===== src/rtl/fp_cmp_pipe.sv =====
// Two-stage pipelined IEEE-754 compare/min/max unit (RISC-V FEQ/FLT/FLE/FMIN/FMAX semantics).
// Stage 1 registers operands plus field decode; stage 2 registers the result, tag and NV flag.
module fp_cmp_pipe #(
  parameter int EXP_WIDTH = 8,
  parameter int MAN_WIDTH = 23,
  parameter int TAG_WIDTH = 4,
  localparam int DATA_WIDTH = 1 + EXP_WIDTH + MAN_WIDTH
) (
  input  logic                  in_clk,
  input  logic                  in_rst_n,
  input  logic                  in_valid,
  output logic                  out_ready,
  input  logic [DATA_WIDTH-1:0] in_numA,
  input  logic [DATA_WIDTH-1:0] in_numB,
  input  logic [2:0]            in_cmp_type,
  input  logic [TAG_WIDTH-1:0]  in_tag,
  output logic                  out_valid,
  input  logic                  in_ready,
  output logic [DATA_WIDTH-1:0] out_data,
  output logic [TAG_WIDTH-1:0]  out_tag,
  output logic                  out_flag_NV
);

  localparam logic [2:0] OP_LE  = 3'b000;
  localparam logic [2:0] OP_LT  = 3'b001;
  localparam logic [2:0] OP_EQ  = 3'b010;
  localparam logic [2:0] OP_MIN = 3'b011;
  localparam logic [2:0] OP_MAX = 3'b100;

  localparam logic [DATA_WIDTH-1:0] CANON_QNAN =
    {1'b0, {EXP_WIDTH{1'b1}}, 1'b1, {(MAN_WIDTH-1){1'b0}}};

  typedef struct packed {
    logic sign;
    logic exp_zero;
    logic exp_ones;
    logic man_zero;
    logic nan;
    logic snan;
    logic zero;
  } dec_t;

  function automatic dec_t decode(input logic [DATA_WIDTH-1:0] x);
    dec_t d;
    d.sign     = x[DATA_WIDTH-1];
    d.exp_zero = (x[DATA_WIDTH-2:MAN_WIDTH] == {EXP_WIDTH{1'b0}});
    d.exp_ones = &x[DATA_WIDTH-2:MAN_WIDTH];
    d.man_zero = (x[MAN_WIDTH-1:0] == {MAN_WIDTH{1'b0}});
    d.nan      = d.exp_ones & ~d.man_zero;
    d.snan     = d.nan & ~x[MAN_WIDTH-1];
    d.zero     = d.exp_zero & d.man_zero;
    return d;
  endfunction

  logic                  rdy_en_r;
  logic                  s1_valid_r;
  logic [DATA_WIDTH-1:0] s1_a_r;
  logic [DATA_WIDTH-1:0] s1_b_r;
  logic [2:0]            s1_op_r;
  logic [TAG_WIDTH-1:0]  s1_tag_r;
  dec_t                  s1_a_dec_r;
  dec_t                  s1_b_dec_r;

  logic                  s2_valid_r;
  logic [DATA_WIDTH-1:0] s2_data_r;
  logic [TAG_WIDTH-1:0]  s2_tag_r;
  logic                  s2_nv_r;

  logic                  s1_load_s;
  logic                  s2_load_s;
  logic [DATA_WIDTH-1:0] res_s;
  logic                  nv_s;
  logic                  eq_s;
  logic                  a_lt_s;
  logic                  b_lt_s;
  logic                  any_nan_s;
  logic                  any_snan_s;
  logic                  both_zero_s;
  logic                  unused_dec_s;

  // A stage loads when it is empty or its contents move on this cycle.
  assign s2_load_s = ~s2_valid_r | in_ready;
  assign s1_load_s = rdy_en_r & (~s1_valid_r | s2_load_s);
  assign out_ready = s1_load_s;

  assign out_valid   = s2_valid_r;
  assign out_data    = s2_data_r;
  assign out_tag     = s2_tag_r;
  assign out_flag_NV = s2_nv_r;

  assign unused_dec_s = ^{s1_a_dec_r.exp_zero, s1_a_dec_r.exp_ones, s1_a_dec_r.man_zero,
                          s1_b_dec_r.exp_zero, s1_b_dec_r.exp_ones, s1_b_dec_r.man_zero};

  // Request acceptance is held off until the first clock after reset release.
  always_ff @(posedge in_clk or negedge in_rst_n) begin
    if (!in_rst_n) begin
      rdy_en_r <= 1'b0;
    end else begin
      rdy_en_r <= 1'b1;
    end
  end

  // Stage 1: operand, op, tag and decode capture.
  always_ff @(posedge in_clk or negedge in_rst_n) begin
    if (!in_rst_n) begin
      s1_valid_r <= 1'b0;
      s1_a_r     <= {DATA_WIDTH{1'b0}};
      s1_b_r     <= {DATA_WIDTH{1'b0}};
      s1_op_r    <= 3'b000;
      s1_tag_r   <= {TAG_WIDTH{1'b0}};
      s1_a_dec_r <= '0;
      s1_b_dec_r <= '0;
    end else if (s1_load_s) begin
      s1_valid_r <= in_valid;
      if (in_valid) begin
        s1_a_r     <= in_numA;
        s1_b_r     <= in_numB;
        s1_op_r    <= in_cmp_type;
        s1_tag_r   <= in_tag;
        s1_a_dec_r <= decode(in_numA);
        s1_b_dec_r <= decode(in_numB);
      end
    end
  end

  // Ordering relation between the stage-1 operands (NaNs handled by the caller).
  always_comb begin
    any_nan_s   = s1_a_dec_r.nan | s1_b_dec_r.nan;
    any_snan_s  = s1_a_dec_r.snan | s1_b_dec_r.snan;
    both_zero_s = s1_a_dec_r.zero & s1_b_dec_r.zero;
    eq_s        = both_zero_s | (s1_a_r == s1_b_r);
    if (both_zero_s) begin
      a_lt_s = 1'b0;
    end else if (s1_a_dec_r.sign != s1_b_dec_r.sign) begin
      a_lt_s = s1_a_dec_r.sign;
    end else if (s1_a_dec_r.sign) begin
      a_lt_s = s1_a_r[DATA_WIDTH-2:0] > s1_b_r[DATA_WIDTH-2:0];
    end else begin
      a_lt_s = s1_a_r[DATA_WIDTH-2:0] < s1_b_r[DATA_WIDTH-2:0];
    end
    b_lt_s = ~a_lt_s & ~eq_s;
  end

  // Result and invalid flag per operation.
  always_comb begin
    res_s = {DATA_WIDTH{1'b0}};
    nv_s  = 1'b0;
    case (s1_op_r)
      OP_LE: begin
        res_s = {{(DATA_WIDTH-1){1'b0}}, ~any_nan_s & (a_lt_s | eq_s)};
        nv_s  = any_nan_s;
      end
      OP_LT: begin
        res_s = {{(DATA_WIDTH-1){1'b0}}, ~any_nan_s & a_lt_s};
        nv_s  = any_nan_s;
      end
      OP_EQ: begin
        res_s = {{(DATA_WIDTH-1){1'b0}}, ~any_nan_s & eq_s};
        nv_s  = any_snan_s;
      end
      OP_MIN: begin
        nv_s = any_snan_s;
        if (s1_a_dec_r.nan & s1_b_dec_r.nan) begin
          res_s = CANON_QNAN;
        end else if (s1_a_dec_r.nan) begin
          res_s = s1_b_r;
        end else if (s1_b_dec_r.nan) begin
          res_s = s1_a_r;
        end else if (both_zero_s) begin
          // -0 orders below +0 for min/max only.
          res_s = s1_a_dec_r.sign ? s1_a_r : s1_b_r;
        end else begin
          res_s = b_lt_s ? s1_b_r : s1_a_r;
        end
      end
      OP_MAX: begin
        nv_s = any_snan_s;
        if (s1_a_dec_r.nan & s1_b_dec_r.nan) begin
          res_s = CANON_QNAN;
        end else if (s1_a_dec_r.nan) begin
          res_s = s1_b_r;
        end else if (s1_b_dec_r.nan) begin
          res_s = s1_a_r;
        end else if (both_zero_s) begin
          res_s = s1_a_dec_r.sign ? s1_b_r : s1_a_r;
        end else begin
          res_s = a_lt_s ? s1_b_r : s1_a_r;
        end
      end
      default: begin
        res_s = {DATA_WIDTH{1'b0}};
        nv_s  = 1'b0;
      end
    endcase
  end

  // Stage 2: output register, held while the consumer stalls.
  always_ff @(posedge in_clk or negedge in_rst_n) begin
    if (!in_rst_n) begin
      s2_valid_r <= 1'b0;
      s2_data_r  <= {DATA_WIDTH{1'b0}};
      s2_tag_r   <= {TAG_WIDTH{1'b0}};
      s2_nv_r    <= 1'b0;
    end else if (s2_load_s) begin
      s2_valid_r <= s1_valid_r;
      if (s1_valid_r) begin
        s2_data_r <= res_s;
        s2_tag_r  <= s1_tag_r;
        s2_nv_r   <= nv_s;
      end
    end
  end

endmodule


===== config.mk =====
export PLATFORM = sky130hd
export DESIGN_NAME = fp_cmp_pipe
export DESIGN_NICKNAME = d
export VERILOG_FILES = /design/src/rtl/fp_cmp_pipe.sv
export SDC_FILE = /design/constraint.sdc
export NUM_CORES = 1
export LEC_CHECK = 0
export BUFFER_PORTS_ARGS = -buffer_cell sky130_fd_sc_hd__buf_2
export CAP_MARGIN = 20
export CORE_ASPECT_RATIO = 1.25
export CORE_UTILIZATION = 58
export CTS_BUF_LIST = sky130_fd_sc_hd__clkbuf_4 sky130_fd_sc_hd__clkbuf_8
export CTS_CLUSTER_SIZE = 25
export DETAILED_ROUTE_END_ITERATION = 6
export HOLD_SLACK_MARGIN = 0.05
export PLACE_DENSITY_LB_ADDON = 0.2
export REMOVE_ABC_BUFFERS = 1
export SLEW_MARGIN = 20
export SYNTH_ARGS = -nofsm -noshare
export SYNTH_HDL_FRONTEND = slang
export SYNTH_SLANG_ARGS = --single-unit

===== constraint.sdc =====
create_clock -name in_clk -period 3.9 [get_ports in_clk]
set_input_delay 0 -clock in_clk [delete_from_list [all_inputs] [get_ports in_clk]]
set_output_delay 0 -clock in_clk [all_outputs]
set_load 0.02 [all_outputs]

==> key figures <==
Yosys
  – Post-synth EDFFs: 0
  – Seq/Total Area, Yosys: 0.459
  – Syn Inst Count: 597
  – Main synth FF type: dfrtp_1
  – Syn Area/Cell: roughly 11 um^2
  – Distinct cells, synth: between 50 and 60
  – Ys Warns: 0
  – Ys async rst share: 1.00
  – Post-Syn Area: between 0.006 and 0.007 mm^2
  – Register bit count reported by yosys: ~120

Routing
  – First DRT Iteration DRCs: around 410
  – Post-route DRC: 0
  – Total wire length: 18200 um
  – Via count: around 5800
  – Vias per Instance: 6.29
  – DR pass1 iterations: 6
  – Post-route ant nets: 0
  – WL per Instance: between 15 and 20 um

Place
  – PortBufs: 113
  – Dpl cells: ~820
  – Post-DP HPWL: roughly 12000 um
  – Final Wtd Congestion: between 0.8 and 0.9

Critical path
  – R2R Setup Slk: between 0.7 and 0.8 ns
  – Worst r2r path cells: 10
  – Most used cell, CP: a21oi_1
  – Critical path peak fanout: 30
  – Slowest cell on the critical path: o41a_4
  – Critical path required time: 4.23 ns
  – Family with the most delay on the worst path: compound AO/OA/AOI/OAI gates
  – Worst path cell trace: inv_1, ha_1, a21oi_1, a21oi_1, o31a_1, o41a_4, nor4_4, a211oi_1, and3_4, a221o_1
  – Critical path startpoint category: register
  – Worst flop-to-flop path startpoint: s1_b_r[2]
  – CP Capture Type: register
  – Critical path depth in cells: 10
  – WP buf/inv: 1
  – Worst EP arrival: 3.43 ns
  – WS Path Type: register to register
  – CP max stage delay: 0.51 ns
  – R2r endpoint: out_data[13]

STA
  – Slew Viols, Final: 0
  – Final setup vio count: 0
  – RSZ-0062 raised after global routing: no
  – Post-layout minimum cycle time: 3.10 ns
  – Final hold violation count: 0
  – Worst Tran Pin Value: about 0.87 ns
  – Final period util: 0.796
  – Maximum clock rate: roughly 320 MHz
  – Setup TNS: 0 ns
  – Slew HR: 0.421
  – Worst Skew: between 0.01 and 0.015 ns

Die
  – Initial Util: 0.598
  – Core area: roughly 0.011 mm^2
  – Count of boundary I/O pins: approximately 110
  – Die area: about 0.011 mm^2
  – Die Width: between 90 and 100 um
  – Num rows: 42
  – Die Ht: 119 um

Global route
  – Total Routing Usage GR: 0.338
  – First-pass GRT wire length: between 20000 and 30000 um
  – Vias in the first global route: about 6000
  – Initial antenna violation count: 2
  – Largest net degree at the start of global routing: 58
  – Total gr overflow: 0

Clocking
  – H-tree levels: 4
  – Hold_buf cts: 75
  – Resized cells post-CTS: 0
  – Clock Sinks: 117
  – Worst-path clk slew: roughly 0.08 ns
  – Clk_lat worst skew: 0.46 ns
  – CTS Root Cell: clkbuf_8
  – CTS Buffer Depth: 2
  – Setup Fix Bufs, Post-CTS: 0
  – CTS buffer count: 17
  – TritonCTS clock tree: built

Pwr
  – P per Cell Area: just over 500 mW/mm^2
  – Leakage power: about 0.0038 uW
  – Peak VDD IR: 0.285 mV

Flow run
  – Max_cap viols: 0

Hold path
  – Hold Path Class: input port to async pin

Layout
  – Fin nets: about 890
  – Layout cells sized above 1: 0.312
  – Most common cell after layout, fill and taps aside: dfrtp_1
  – Area Growth Syn to Fin: 28.5%
  – Post-route insts no fill: 930
  – Commonest cells after routing, fill and taps aside: dfrtp_1, buf_2, mux2_2, dlygate4sd3_1, nand2_1

Status
  – Status: completed
-- how the worst max path moves through the flow --
stage	to	startpoint	slack, ns
after floorplan	s1_a_dec_r[1]	out_valid	0.60
after global placement	out_data[25]	s1_b_r[28]	0.96
after detailed placement	out_data[16]	s1_a_r[2]	0.85
after CTS	out_data[16]	s1_b_r[2]	0.85
after global routing	out_data[13]	s1_b_r[28]	0.62
final	out_data[13]	s1_b_r[2]	0.80
-- worst reg2reg max path: stages, from the launching register on --
cell      delay (ns)
dfrtp_1         0.39
inv_1           0.06
ha_1            0.31
a21oi_1         0.16
a21oi_1         0.09
o31a_1          0.28
o41a_4          0.51
nor4_4          0.33
a211oi_1        0.14
and3_4          0.34
a221o_1         0.37
-- area by class of cell --
class	count	area, um^2
antenna	2	5.00
clock buffer	19	262
clock inverter	13	151
fill	713	2470
inverter	34	128
multi-input combinational	416	3180
sequential	117	2930
tap	132	165
timing repair buffer	197	1390
-- synthesized netlist by cell type, drive strengths merged, types with 2 or more instances --
library cell,n,share of area
inv,34,0.020
or4,2,0.0024
a21oi,28,0.022
mux2i,3,0.0047
nor4,18,0.020
o21a,2,0.0024
nor2,25,0.015
nor3,7,0.0063
a211oi,5,0.0086
a311o,2,0.0031
a22oi,23,0.027
mux2,75,0.13
ha,33,0.065
nand2,59,0.035
o31ai,12,0.014
o31a,2,0.0027
buf,7,0.011
a221o,30,0.047
a21o,2,0.0024
and2,2,0.0022
nand4,13,0.013
nor2b,2,0.0020
or2,4,0.0039
a22o,2,0.0027
o221a,2,0.0035
o21ai,36,0.029
nand3,10,0.0078
and3,2,0.0029
nand2b,2,0.0020
dfrtp,117,0.46
clkbuf,23,0.014
-- stage by stage --
stage	instance area, um^2	hold slack (ns)	total power (uW)	util	setup slack (ns)
2_1_floorplan	6220	-0.296	2510	-	0.597
3_3_place_gp	7030	0.0251	2880	0.659	0.962
3_5_place_dp	7030	0.0274	2940	0.659	0.853
4_1_cts	8200	0.0804	4150	0.768	0.845
5_1_grt	8200	0.138	4370	0.769	0.621
6_report	8200	0.0709	4150	0.769	0.797
-- registers in the layout (all words and copies together) (netlist names), 3 cells and up --
name	count
s1_tag_r	4
s1_a_r	32
s1_op_r	3
out_data	32
s1_a_dec_r	3
s1_b_r	32
out_tag	4
s1_b_dec_r	3
-- power breakdown --
part | internal (uW) | switching (uW) | total [uW]
logic | 591 | 699 | 1290
registers | 1460 | 250 | 1710
clock network | 607 | 541 | 1150
-- logic make-up (layout without fill, tap and decap cells) --
logic type	Yosys count	after routing	share of synthesized area
AOI/OAI and AO/OA	154	154	0.177
muxes	78	78	0.137
buffers and inverters	64	263	0.0447
and+or+nand+nor	150	150	0.117
adders and majority gates	33	33	0.0647
DFF	117	117	0.459
other	1	3	0.000588
-- layer usage --
| metal | track usage | vias up | wire, um |
|---|---|---|---|
| met5 | 0 | - | 0 |
| met4 | 0.207 | 0 | 848 |
| met3 | 0.0702 | 70 | 1290 |
| met2 | 0.559 | 294 | 9180 |
| met1 | 0.396 | 2869 | 6850 |
| li1 | - | 2614 | - |
No activity file was read; power rests on OpenSTA's default activity.
